## config.mk

```make
export PLATFORM = sky130hd
export DESIGN_NAME = int_stim_gen
export DESIGN_NICKNAME = d
export VERILOG_FILES = /design/src/rtl/int_stim_gen_pkg.sv /design/src/rtl/int_stim_gen_chan.sv /design/src/rtl/int_stim_gen.sv
export SDC_FILE = /design/constraint.sdc
export NUM_CORES = 1
export LEC_CHECK = 0
export CAP_MARGIN = 40
export CORE_MARGIN = 5
export CORE_UTILIZATION = 42
export CTS_BUF_LIST = sky130_fd_sc_hd__clkbuf_2
export CTS_CLUSTER_SIZE = 14
export DETAILED_ROUTE_END_ITERATION = 7
export GPL_TIMING_DRIVEN = 0
export PLACE_DENSITY = 0.85
export RECOVER_POWER = 50
export SYNTH_ARGS = -nofsm -noshare
export SYNTH_HDL_FRONTEND = slang
export SYNTH_HIERARCHICAL = 1
export SYNTH_SLANG_ARGS = --single-unit
```

## constraint.sdc

```tcl
create_clock -name clk -period 6.3 [get_ports clk]
set_clock_uncertainty 0.15 [all_clocks]
set_input_delay 0.945 -clock clk [delete_from_list [all_inputs] [get_ports clk]]
set_output_delay 0.945 -clock clk [all_outputs]
set_load 0.02 [all_outputs]
```

## src/rtl/int_stim_gen_pkg.sv

```systemverilog
// Shared types and constants for the interrupt stimulus generator.
package int_stim_gen_pkg;

  typedef enum logic [1:0] {
    ST_IDLE    = 2'd0,
    ST_ASSERT  = 2'd1,
    ST_HOLDOFF = 2'd2
  } state_t;

  localparam int MODE_LEVEL = 0;
  localparam int MODE_PULSE = 1;

  localparam logic [31:0] DEFAULT_ACK_ADDR = 32'h0000_7F20;

  // Byte address to word-aligned address (low two bits cleared).
  function automatic logic [31:0] word_addr(input logic [31:0] a);
    return {a[31:2], 2'b00};
  endfunction

endpackage

```

## src/rtl/int_stim_gen_chan.sv

```systemverilog
// One target channel: PC compare, arming against the fire limit, saturating fire counter.
module int_stim_chan
  import int_stim_gen_pkg::*;
#(
  parameter logic [31:0] TARGET   = 32'h0000_3000,
  parameter int          MAX_FIRE = 1
) (
  input  logic        clk,
  input  logic        reset,
  input  logic [31:0] pc,
  input  logic        fire,
  output logic        hit
);

  logic armed;

  generate
    if (MAX_FIRE == 0) begin : g_unlim
      // Unlimited channels keep no history at all.
      logic unused_ok;
      assign unused_ok = &{1'b0, clk, reset, fire};
      assign armed     = 1'b1;
    end else begin : g_lim
      localparam int FC_W = $clog2(MAX_FIRE + 1);
      logic [FC_W-1:0] fires;

      always_ff @(posedge clk) begin
        if (reset) begin
          fires <= '0;
        end else if (fire && (fires != FC_W'(MAX_FIRE))) begin
          fires <= fires + FC_W'(1);
        end
      end

      assign armed = (fires < FC_W'(MAX_FIRE));
    end
  endgenerate

  assign hit = armed && (word_addr(pc) == word_addr(TARGET));

endmodule

```

## src/rtl/int_stim_gen.sv

```systemverilog
// Interrupt stimulus generator: fires on target PC hits, releases on ack write or after a pulse width.
// Optional level-mode ack timeout enabled by defining INT_STIM_TIMEOUT_EN.
module int_stim_gen
  import int_stim_gen_pkg::*;
#(
  parameter int                 N_CH      = 2,
  parameter logic [32*N_CH-1:0] TARGETS   = 64'h0000_3010_0000_3000,
  parameter int                 MAX_FIRE  = 1,
  parameter int                 MODE      = MODE_LEVEL,
  parameter int                 PULSE_LEN = 4,
  parameter int                 HOLDOFF   = 2,
  parameter logic [31:0]        ACK_ADDR  = DEFAULT_ACK_ADDR,
  parameter int                 TIMEOUT   = 1024,
  localparam int                SRC_W     = (N_CH > 1) ? $clog2(N_CH) : 1
) (
  input  logic             clk,
  input  logic             reset,
  input  logic [31:0]      pc,
  input  logic [31:0]      m_int_addr,
  input  logic [3:0]       m_int_byteen,
  output logic             interrupt,
  output logic [SRC_W-1:0] irq_src,
  output logic             busy,
  output logic [15:0]      total_fired,
  output logic             timeout_err
);

  localparam int CNT_MAX = (PULSE_LEN > HOLDOFF) ? PULSE_LEN : HOLDOFF;
  localparam int CNT_W   = $clog2(CNT_MAX + 1);

  state_t           state;
  logic [CNT_W-1:0] cnt;
  logic [N_CH-1:0]  hit;
  logic [N_CH-1:0]  fire;
  logic             any_hit;
  logic [SRC_W-1:0] sel;
  logic             ack;
  logic             tmo_hit;
  logic             release_now;

  generate
    for (genvar c = 0; c < N_CH; c++) begin : g_ch
      assign fire[c] = (state == ST_IDLE) && any_hit && (sel == SRC_W'(c));
      int_stim_chan #(
        .TARGET   (TARGETS[32*c +: 32]),
        .MAX_FIRE (MAX_FIRE)
      ) u_chan (
        .clk   (clk),
        .reset (reset),
        .pc    (pc),
        .fire  (fire[c]),
        .hit   (hit[c])
      );
    end
  endgenerate

  // Lowest-index hit wins.
  always_comb begin
    any_hit = 1'b0;
    sel     = '0;
    for (int c = N_CH - 1; c >= 0; c--) begin
      if (hit[c]) begin
        any_hit = 1'b1;
        sel     = SRC_W'(c);
      end
    end
  end

  assign ack = (|m_int_byteen) && (word_addr(m_int_addr) == word_addr(ACK_ADDR));

`ifdef INT_STIM_TIMEOUT_EN
  localparam int TMO_W = $clog2(TIMEOUT + 1);
  logic [TMO_W-1:0] tmo_cnt;
  logic             timeout_err_q;

  assign tmo_hit = (MODE == MODE_LEVEL) && (state == ST_ASSERT) &&
                   (tmo_cnt == TMO_W'(TIMEOUT - 1));

  always_ff @(posedge clk) begin
    if (reset) begin
      tmo_cnt       <= '0;
      timeout_err_q <= 1'b0;
    end else if (state != ST_ASSERT) begin
      tmo_cnt <= '0;
    end else begin
      tmo_cnt <= tmo_cnt + TMO_W'(1);
      // An ack on the final cycle takes precedence over the timeout.
      if (tmo_hit && !ack) timeout_err_q <= 1'b1;
    end
  end

  assign timeout_err = timeout_err_q;
`else
  assign tmo_hit     = 1'b0;
  assign timeout_err = 1'b0;
`endif

  always_comb begin
    release_now = 1'b0;
    if (state == ST_ASSERT) begin
      if (MODE == MODE_PULSE) release_now = (cnt == CNT_W'(1));
      else                    release_now = ack || tmo_hit;
    end
  end

  always_ff @(posedge clk) begin
    if (reset) begin
      state       <= ST_IDLE;
      interrupt   <= 1'b0;
      irq_src     <= '0;
      total_fired <= '0;
      cnt         <= '0;
    end else begin
      case (state)
        ST_IDLE: begin
          if (any_hit) begin
            state       <= ST_ASSERT;
            interrupt   <= 1'b1;
            irq_src     <= sel;
            total_fired <= total_fired + 16'd1;
            cnt         <= CNT_W'(PULSE_LEN);
          end
        end
        ST_ASSERT: begin
          if (release_now) begin
            interrupt <= 1'b0;
            if (HOLDOFF == 0) begin
              state <= ST_IDLE;
            end else begin
              state <= ST_HOLDOFF;
              cnt   <= CNT_W'(HOLDOFF);
            end
          end else if (MODE == MODE_PULSE) begin
            cnt <= cnt - CNT_W'(1);
          end
        end
        ST_HOLDOFF: begin
          if (cnt <= CNT_W'(1)) state <= ST_IDLE;
          else                  cnt   <= cnt - CNT_W'(1);
        end
        default: begin
          state     <= ST_IDLE;
          interrupt <= 1'b0;
        end
      endcase
    end
  end

  assign busy = (state != ST_IDLE);

endmodule

```

==> metrics.md <==
| Metric | Value |
|---|---|
| Drt first pass iters | `4` |
| FF-to-FF Start | `g_ch[0].u_chan/g_lim.fires` |
| F_max | `286 MHz` |
| Vias per cell | `5.19` |
| Fillers | `310` |
| Worst min-delay path class | `reg -> reg` |
| Residual DRC | `0` |
| GPL Wtd Cong | `0.796` |
| Cell count after synthesis | `183` |
| H-tree depth | `1` |
| Starting density of the core | `42.7%` |
| Syn_nets | `259` |
| Non-Filler Instances | `319` |
| Final period utilization | `55.5%` |
| Leakage | `0.000880 uW` |
| Fin crit period | `3.50 ns` |
| Final net count | `348` |
| Post-synthesis register bit count | `25` |
| Final ANT Viol Nets | `0` |
| Cell Rows | `22` |
| Largest net degree at the start of global routing | `14` |
| Core ar. | `3580 um^2` |
| Die area | `4940 um^2` |
| EDFF count, synth | `0` |
| N_diodes | `0` |
| CTS tree | `done` |
| Die Y | `70.3 um` |
| Area growth, synth to finish | `60.0%` |
| Area of the mapped netlist | `1530 um^2` |
| Clk buf depth | `2` |
| Setup repair bufs after CTS | `0` |
| Crit end category | `register` |
| Worst slew pin tran | `0.544 ns` |
| Setup violators final | `0` |
| Crit start category | `input port` |
| R2R cell count | `8` |
| Synth Flop Type | `dfxtp_1` |
| Multi-input logic area | `951 um^2` |
| Post-synthesis sequential area ratio | `32.8%` |
| Clock Sink Count | `25` |
| First-pass GRT wire length | `7120 um` |
| Slew HR | `63.4%` |
| RSZ-0062 raised after global routing | `false` |
| Status | `finished clean` |
| Post-place setup slack | `2.65 ns` |
| Power per cell area | `111 nW/um^2` |
| Input/output buffers | `84` |
| Most common cell after layout, fill and taps aside | `clkdlybuf4s50_1` |
| Max Cap Viol | `0` |
| Setup TNS | `0 ns` |
| Io pins | `90` |
| Setup ws final | `2.80 ns` |
| Ys async rst share | `0%` |
| Layout cells sized above 1 | `6.64%` |
| Worst vdd ir | `0.0784 mV` |
| Die Span X | `70.3 um` |
| Final slew viol count | `0` |
| Via count | `1656` |
| Vias in the first global route | `1546` |
| Clock Pin Slew Worst Setup and Hold Paths | `0.20 ns` |
| Commonest non-fill, non-tap cells in the layout | `clkdlybuf4s50_1, dfxtp_1, nor2_1` |
| Hold Startpoint | `interrupt` |
| Setup Crit Path Kind | `in -> reg` |
| Layout Cell Area excl Fill | `2440 um^2` |
| Seq. cell area | `500 um^2` |
| Skew-Pair Late Insertion Delay | `0.32 ns` |
| WP data required | `6.38 ns` |
| Hold Fails Final Rpt | `0` |
| Placed cell area | `2430 um^2` |
| Syn Area/Cell | `8.35 um^2` |
| R2R Setup Slk | `3.74 ns` |
| Initial antenna violation count | `0` |
| Gr ovfl total | `0` |
| Hold buffers post-CTS | `0` |
| DRT iter0 DRCs | `28` |
| Yosys warns | `6` |
| CP arrival | `3.58 ns` |
| WL per Instance | `13.8 um` |
| WHS Path Cells | `2` |
| Crit path max fanout | `10` |
| WHS Endpoint | `interrupt` |
| Global Route Usage Sum | `17.3%` |
| PostCTS Resize Cnt | `0` |
| Clk root buf | `clkbuf_2` |
| Synth unique cells | `44` |
| DP Cell Count | `315` |
| Routed wire length | `4400 um` |
| Detailed placement HPWL | `3660 um` |
| CTS Buf Count | `3` |
| Endpoint of the worst register-to-register path | `total_fired[15]` |
[critical path, cell delays in order]
cell and delay, ns:
dlygate4sd3_1 0.57, nor4_1 0.33, nand4_1 0.13, nor3_1 0.38, o21a_1 0.35, nand4_2 0.27
nor4_1 0.39, xnor2_1 0.16, nor2_1 0.05
[sequential cells by signal (all words and copies together), names as in the netlist]
register,cells
total_fired,16
cnt,3
g_ch.u_chan/g_lim.fires,2
state,2
interrupt,1
irq_src,1
[through the flow]
step | total power, uW | hold slack [ns] | util (%)
global placement | 214 | 0.304 | 67.9
CTS | 276 | 0.350 | 68.4
finish | 271 | 0.340 | 68.3
global route | 282 | 0.383 | 68.3
floorplan | 170 | 0.290 | -
detailed placement | 215 | 0.323 | 67.9
[routing by layer]
layer | up-vias | routed length, um | GRT usage, %
li1 | 850 | - | -
met1 | 731 | 2080 | 22.6
met2 | 71 | 1890 | 27.9
met5 | - | 0 | 0
met4 | 0 | 27 | 3.83
met3 | 4 | 409 | 5.18
[where the power goes]
group,internal [uW],total (uW),switching [uW]
combinational,39.0,53.0,14.1
sequential,158,158,0.00000196
clock,16.8,59.4,42.7
[cell usage after synthesis, drive strengths merged, types with 2 or more instances]
| library cell | n | share of area [%] |
|---|---|---|
| nand2 | 11 | 2.7 |
| and2 | 2 | 0.82 |
| nand2b | 5 | 2.0 |
| or3 | 4 | 1.6 |
| xnor2 | 6 | 3.4 |
| nor2 | 23 | 5.7 |
| buf | 2 | 1.2 |
| nor3 | 12 | 4.9 |
| nand4 | 8 | 3.7 |
| o21ai | 5 | 1.6 |
| nor4 | 15 | 6.6 |
| o21ba | 2 | 1.3 |
| clkbuf | 3 | 0.74 |
| nor4b | 4 | 2.7 |
| a31oi | 2 | 0.82 |
| dfxtp | 25 | 33 |
| a21oi | 7 | 2.3 |
| or4 | 2 | 1.2 |
| mux2i | 3 | 2.0 |
| nand3 | 6 | 2.3 |
| ha | 6 | 4.9 |
| inv | 11 | 2.7 |
| xor2 | 5 | 2.9 |
[final cells by class]
type / instances / area share (%)
Multi-Input combinational cell: 142 / 38.9
Timing Repair Buffer: 84 / 34.4
Sequential cell: 25 / 20.5
Tap cell: 48 / 2.46
Inverter: 11 / 1.69
Buffer: 5 / 1.23
Clock buffer: 4 / 0.819
[cells by family after synthesis]
logic type | Yosys count | synth area share [%]
and+or+nand+nor | 95 | 35.6
adders and majority gates | 6 | 4.91
other | 1 | 0.245
buffers and inverters | 16 | 4.67
muxes | 3 | 1.97
AOI/OAI and AO/OA | 26 | 13.5
DFF | 25 | 32.8
xor gates and xnor gates | 11 | 6.31
[worst max path at each step]
stage               slack (ns)  startpoint         endpoint  depth (start not counted)
floorplan                 3.44       pc[8]  total_fired[15]                          8
global placement          2.72       pc[8]  total_fired[15]                          9
detailed placement        2.65       pc[8]  total_fired[15]                          9
CTS                       3.03       pc[8]  total_fired[15]                          9
global route              2.61       pc[8]  total_fired[15]                          9
finish                    2.80       pc[8]  total_fired[15]                          9
(Power assumes the default switching activity.)
